File: src/rtl/alu_issue_ctrl.sv
// Single-in-flight ALU issue controller: latch, one-hot start, wait unit latency, hold for writeback.
// Latency: accept to wb_valid = 1/MUL_LAT/DIV_LAT edges; in_ready only in IDLE, WB stalls indefinitely on wb_ready.
module alu_issue_ctrl #(
  parameter int N        = 16,
  parameter int SEL_LINE = 4,
  parameter int RADDR    = 4,
  parameter int MUL_LAT  = 3,
  parameter int DIV_LAT  = 16
) (
  input  logic                clk,
  input  logic                rst_n,
  input  logic                in_valid,
  output logic                in_ready,
  input  logic [SEL_LINE-1:0] in_opcode,
  input  logic [RADDR-1:0]    in_rd,
  input  logic [N-1:0]        in_rs1_val,
  input  logic [N-1:0]        in_rs2_val,
  output logic [N-1:0]        op_a,
  output logic [N-1:0]        op_b,
  output logic [6:0]          op_start,
  output logic [SEL_LINE-1:0] op_opcode,
  output logic                wb_valid,
  input  logic                wb_ready,
  output logic [RADDR-1:0]    wb_rd,
  output logic                busy,
  output logic                illegal
);

  localparam int LAT_MAX = (MUL_LAT > DIV_LAT) ? MUL_LAT : DIV_LAT;
  localparam int CW      = (LAT_MAX > 1) ? $clog2(LAT_MAX) : 1;

  localparam logic [CW-1:0] MUL_CNT = CW'(MUL_LAT - 1);
  localparam logic [CW-1:0] DIV_CNT = CW'(DIV_LAT - 1);
  localparam logic [CW-1:0] ONE_CNT = '0;

  localparam logic [SEL_LINE-1:0] OP_MUL  = SEL_LINE'(2);
  localparam logic [SEL_LINE-1:0] OP_DIV  = SEL_LINE'(3);
  localparam logic [SEL_LINE-1:0] OP_LAST = SEL_LINE'(6);

  localparam logic [1:0] IDLE = 2'd0;
  localparam logic [1:0] EXEC = 2'd1;
  localparam logic [1:0] WB   = 2'd2;

  logic [1:0]    state;
  logic [CW-1:0] cnt;
  logic [CW-1:0] lat_cnt;
  logic          legal;

  assign legal    = (in_opcode <= OP_LAST);
  assign in_ready = (state == IDLE);
  assign busy     = (state != IDLE);
  assign wb_valid = (state == WB);

  // Counter preload is LAT-1 so EXEC spans exactly LAT cycles.
  always_comb begin
    lat_cnt = ONE_CNT;
    if (in_opcode == OP_MUL) lat_cnt = MUL_CNT;
    else if (in_opcode == OP_DIV) lat_cnt = DIV_CNT;
  end

  always_ff @(posedge clk or negedge rst_n) begin
    if (!rst_n) begin
      state     <= IDLE;
      cnt       <= '0;
      op_a      <= '0;
      op_b      <= '0;
      op_start  <= '0;
      op_opcode <= '0;
      wb_rd     <= '0;
      illegal   <= 1'b0;
    end else begin
      illegal <= 1'b0;
      case (state)
        IDLE: begin
          if (in_valid) begin
            if (legal) begin
              op_a      <= in_rs1_val;
              op_b      <= in_rs2_val;
              op_opcode <= in_opcode;
              wb_rd     <= in_rd;
              op_start  <= 7'b1 << in_opcode;
              cnt       <= lat_cnt;
              state     <= EXEC;
            end else begin
              illegal <= 1'b1;
            end
          end
        end
        EXEC: begin
          op_start <= '0;
          if (cnt == '0) state <= WB;
          else           cnt   <= cnt - 1'b1;
        end
        WB: begin
          if (wb_ready) state <= IDLE;
        end
        default: state <= IDLE;
      endcase
    end
  end

endmodule

File: config.mk
export PLATFORM = sky130hd
export DESIGN_NAME = alu_issue_ctrl
export DESIGN_NICKNAME = d
export VERILOG_FILES = /design/src/rtl/alu_issue_ctrl.sv
export SDC_FILE = /design/constraint.sdc
export NUM_CORES = 1
export LEC_CHECK = 0
export ABC_CLOCK_PERIOD_IN_PS = 1900
export CAP_MARGIN = 10
export CORE_AREA = 10 10 99 101
export CTS_CLUSTER_DIAMETER = 30
export DETAILED_ROUTE_END_ITERATION = 12
export DIE_AREA = 0 0 109 111
export DONT_BUFFER_PORTS = 1
export PLACE_DENSITY = 0.47
export SLEW_MARGIN = 10
export SYNTH_ARGS = -nofsm -noshare
export SYNTH_HDL_FRONTEND = slang
export SYNTH_SLANG_ARGS = --single-unit
File: constraint.sdc
create_clock -name clk -period 1.9 [get_ports clk]
set_input_delay 0.095 -clock clk [delete_from_list [all_inputs] [get_ports clk]]
set_output_delay 0.095 -clock clk [all_outputs]
set_load 0.01 [all_outputs]
==> impl_metrics.toml, run 1 <==
[status]
status = "finished, final reports clean"

[sta]
finalClockSkew_ns = 0.00979
worst_slack_ns = 0.145
fin_setup_tns_ns = 0
relSlewSlack_pct = 78.3
min_period_ns = 1.76
hold_violations = 0
finalCritPeriodShare_pct = 92.4
worstMarginPinSlew_ns = 0.323
slew_violations = 0
fmax_ghz = 0.570
rsz0062_at_grt = "no"
setup_viol = 0

[global_routing]
grt_pass1_vias = 1690
grt_pass1_wl_mm = 9.45
grt_overflow_total = 0
antenna_found_initial = 0
track_usage_pct = 9.81
grt_max_degree = 55

[routing]
drtIter0Drc = 37
final_antenna_net_count = 0
viasPerCell = 4.58
drtPass1Iterations = 4
vias = 1467
drc = 0
routedWlPerCell_um = 18.6
routed_wl_mm = 5.95

[power]
comb_power_share_pct = 31.9
peakVddDrop_v = 0.000463
power.switching_mw = 1.53
netSwitchingFraction_pct = 36.5
powerDensity_mw_per_mm2 = 1420
leakagePower_nw = 1.31
internal_power_mw = 2.66
p_clk_share_pct = 13.9
power_frac_seq_pct = 54.2

[cells_and_area]
antenna_cells = 0
drive_gt1_share_pct = 27.9
finish.utilization_pct = 37.0
nNetsFinal = 260
area_growth_pct = 29.2
fin_area_mm2 = 0.00295

[placement]
dp_hpwl_mm = 4.31
pre_cts_slack_ns = 0.407
port-buffer-count = 0
post_dp_cell_area_mm2 = 0.00238
place_congestion = 0.712

[worst_setup_path]
arrival_ns = 2.00
cp-end-kind = "flip-flop"
rrSetupSlack_ns = 0.14
worstSetupStartpointType = "flip-flop"
critPathRequiredTime_ns = 2.14
path_max_fanout = 7
path_class = "flip-flop to flip-flop"

[clock_tree]
clockBufferDepth = 2
cts_htree_levels = 2
clock-sinks = 54
cts_tree = "built"
cts-root-buf = "clkbuf_8"
clk_pin_slew_ns = 0.09
cts_buffers = 5
clkLatencyLatePin_ns = 0.30

[floorplanning]
die_h_um = 111
num_rows = 33
initial_core_util_pct = 28.6
die_x_um = 109
ioPinCount = 95
fp.dieArea_mm2 = 0.0121
core_mm2 = 0.00797

[synth]
synth_edf_count = 0
avgSynthCellArea_um2 = 14.0
synth_common_cells = "54 x dfrtp_1, 30 x mux2_2, 10 x nand2_1"
yosysWarnings = 0
synth_area_leaders = "dfrtp_1 59%, mux2_2 15%, mux2_4 5.3%, buf_6 2.5%, nand2_1 1.6%"
ys_ff_latch = 54
yosysMostFrequentCell = "dfrtp_1"
synth_top_area_share_pct = 59.2
synthCells = 163
synth_area_mm2 = 0.00228
ys_seq_area_share_pct = 59.2
synth.distinct_cells = 32
synth_ff_type = "dfrtp_1"
synth_area_leader_cell = "dfrtp_1"
synthArstFlopShare_pct = 100
synthesis.nets = 208

[run]
cap_viol_max_count = 0

[min_path]
min_path_type = "input port to flip-flop"
## worst paths after layout
kind                                          from                      end  cells past startpoint
setup reg to reg              state[1]$_DFFE_PN0P_  op_start[0]$_DFFE_PN0P_                      4
hold / removal                        in_opcode[2]  op_start[4]$_DFFE_PN0P_                      2
min in group asynchronous                    rst_n       cnt[3]$_DFFE_PN0P_                      2
max in group asynchronous                    rst_n     op_a[14]$_DFFE_PN0P_                      2
hold reg to reg            op_start[6]$_DFFE_PN0P_  op_start[6]$_DFFE_PN0P_                      2
setup / recovery              state[1]$_DFFE_PN0P_  op_start[0]$_DFFE_PN0P_                      4
## power groups by stage
stage          clock [mW]  sequential [mW]  combinational [mW]
2_1_floorplan           0             2.13               0.977
5_1_grt             0.673             2.34                1.47
6_report            0.585             2.27                1.34
4_1_cts             0.620             2.28                1.28
3_5_place_dp            0             2.30                1.17
3_3_place_gp            0             2.29                1.08
## kinds of logic after synthesis
logic type      synth area share (%)
compound gates                  7.79
fa+ha+maj                      0.548
buf+inv                         3.89
flops                           59.2
mux                             20.1
simple gates                    8.45
## worst max-delay path: stages, from the launching register on
cell	delay [ns]
dfrtp_1	0.42
nor2b_1	0.27
a21oi_4	0.14
o41ai_2	0.28
dlygate4sd3_1	0.58
## cells in the final DEF (no fill, tap or decap), drive strengths merged
cell         instances
a31oi                1
a22oi                2
o22a                 2
ha                   1
inv                  6
and3                 1
a21boi               1
and2                 2
nor2b                2
o41ai                3
dfrtp               54
nand3b               1
o31ai                3
mux2                38
clkbuf               7
dlygate4sd3         43
nor2                 8
o21ai                4
nand3                4
nand2b               4
or2                  1
nand2               10
a22o                 1
o221a                1
o22ai                1
nor3                 3
buf                  9
a21oi                2
## sequential cells by signal, indices dropped and copies added, names as in the netlist
signal / cells
cnt: 4
illegal: 1
op_a: 16
op_b: 16
op_opcode: 4
op_start: 7
state: 2
wb_rd: 4
## layout make-up
class	count	area, um2
repair buffers	52	518
inverters	6	22.5
flip-flops and latches	54	1350
well taps	105	131
fillers	765	5020
clock buffers	7	76.3
multi-input cells	96	848
## metal layers
layer,part of all wire (%),wire length (um),GRT usage (%)
met2,52,3090,17.0
met5,0,0,0
met1,36,2130,10.3
met3,11,673,4.53
met4,0.89,53,2.64
## metrics by stage
stage                     hold slack (ns)  power (mW)  std cells
after floorplan                    -0.201        3.11        163
after global placement             -0.198        3.37        265
after detailed placement           -0.199        3.47        265
after CTS                          0.0168        4.18        316
after global routing               0.0326        4.48        320
final                              0.0292        4.19        320
## what timing repair did
item	CTS	global route
buffers inserted	0	4
setup endpoints to repair	0	1
gates resized for setup	0	1
endpoints found under the hold margin	100	0
hold buffers	44	0
(Power assumes the default switching activity.)
==> inputs of run 2 (changes only) <==
==> constraint.sdc (replaced) <==
create_clock -name clk -period 1.9 [get_ports clk]
set_input_delay 0.38 -clock clk [delete_from_list [all_inputs] [get_ports clk]]
set_output_delay 0.38 -clock clk [all_outputs]
set_load 0.01 [all_outputs]
==> impl_metrics.toml, run 2 (synthesized netlist as in run 1, its figures left out) <==
[routing]
routed_wl_mm = 5.43
vias = 1301
wl_met3_um = 820
met1_length_mm = 1.95
viasPerCell = 4.75
wl_met2_mm = 2.60
final_antenna_net_count = 0
drc = 0
routedWlPerCell_um = 19.8
drtIter0Drc = 88
dr.max_layer_used = "met4"
drtPass1Iterations = 4

[min_path]
min_path_type = "input port to flip-flop"

[global_routing]
grt_pass1_vias = 1527
grt_max_degree = 55
track_usage_pct = 8.92
grt_pass1_wl_mm = 8.50
antenna_found_initial = 0
grt_overflow_total = 0

[sta]
hold_violations = 0
rsz0062_at_grt = "no"
slew_violations = 0
finalClockSkew_ns = 0.00906
setup_viol = 0
finalCritPeriodShare_pct = 83.7
relSlewSlack_pct = 73.4
fmax_ghz = 0.629
holdWs_ns = 0.176
min_period_ns = 1.59
worstMarginPinSlew_ns = 0.398
fin_setup_tns_ns = 0

[power]
powerDensity_mw_per_mm2 = 1650
power.total_mw = 4.18
leakagePower_nw = 1.12
peakVddDrop_v = 0.000570

[cells_and_area]
top_regs = "op_a x16, op_b x16, op_start x7"
final_cells = 274
area_growth_pct = 10.7
drive_gt1_share_pct = 32.5
final_common_cell = "dfrtp_1"
fillers = 792
final_cell_mix = "54 x dfrtp_1, 30 x mux2_2, 10 x nand2_1"
antenna_cells = 0
fin_area_mm2 = 0.00252
nNetsFinal = 213

[placement]
place_congestion = 0.741
post_dp_cell_area_mm2 = 0.00238
dp_hpwl_mm = 4.15
port-buffer-count = 0
dp_cells = 264

[clock_tree]
clockBufferDepth = 2
cts_tree = "built"
clkLatencyLatePin_ns = 0.30
cts_buffers = 5
cts-root-buf = "clkbuf_8"
clock-sinks = 54
cts_htree_levels = 2
clk_pin_slew_ns = 0.08

[floorplanning]
ioPinCount = 95
num_rows = 33
core_mm2 = 0.00797
initial_core_util_pct = 28.6
die_h_um = 111
die_x_um = 109
fp.dieArea_mm2 = 0.0121

[worst_setup_path]
crit_path_top_delay_cell = "dfrtp_1"
arrival_ns = 1.21
critPathMaxStageDelay_ns = 0.42
critPathRequiredTime_ns = 1.52
path_max_fanout = 5
cp-end-kind = "output port"
path_class = "flip-flop to output port"
crit_chain = "nor2_1 -> buf_4 -> inv_1"
worstSetupStartpointType = "flip-flop"

[run]
cap_viol_max_count = 0

[status]
status = "finished, final reports clean"
-- run 2: timing repair --
| item | CTS | global route |
|---|---|---|
| gates resized for setup | 0 | 0 |
| hold endpoints to repair | 54 | 0 |
| hold buffers | 2 | 0 |
| buffers inserted | 0 | 0 |
-- run 2: critical path: cells and delay by family (launching register included) --
kind	cells	cell delay (ns)
and+or+nand+nor	1	0.22
buffers and inverters	2	0.27
DFF	1	0.42
-- run 2: layer usage --
| metal | global-route usage [%] | vias up |
|---|---|---|
| met2 | 14.2 | 78 |
| li1 | - | 577 |
| met5 | 0 | - |
| met3 | 4.88 | 7 |
| met4 | 2.73 | 0 |
| met1 | 9.87 | 639 |
-- run 2: where the power goes --
group          internal (mW)  total, mW  switching (mW)
logic                  0.637       1.18           0.538
clock network          0.395      0.744           0.350
registers               1.65       2.26           0.606
total                   2.68       4.18            1.49
-- run 2: path summary, 6_finish.rpt --
check / start / endpoint / slack, ns / cells past startpoint
max in group asynchronous: rst_n / op_opcode[0]$_DFFE_PN0P_ / 1.09 / 2
hold / removal: in_opcode[1] / op_start[4]$_DFFE_PN0P_ / 0.18 / 1
setup reg to reg: state[1]$_DFFE_PN0P_ / op_b[11]$_DFFE_PN0P_ / 0.39 / 4
setup / recovery: state[1]$_DFFE_PN0P_ / busy / 0.31 / 3
hold reg to reg: cnt[1]$_DFFE_PN0P_ / cnt[1]$_DFFE_PN0P_ / 0.56 / 1
min in group asynchronous: rst_n / op_b[11]$_DFFE_PN0P_ / 0.60 / 2
-- run 2: stage by stage --
step,setup WS (ns),utilization (%)
finish,0.310,31.7
global placement,0.409,29.9
CTS,0.281,31.7
detailed placement,0.370,29.9
global route,0.238,31.7
floorplan,0.429,-
-- run 2: area by class of cell --
class                   instances  area (um2)  area share [%]
clock buffers                   7        76.3            3.02
clock inverters                 1        30.0            1.19
inverters                       6        22.5           0.892
multi-input cells              96         841            33.3
flip-flops and latches         54        1350            53.5
well taps                     105         131            5.20
repair buffers                  5        72.6            2.87
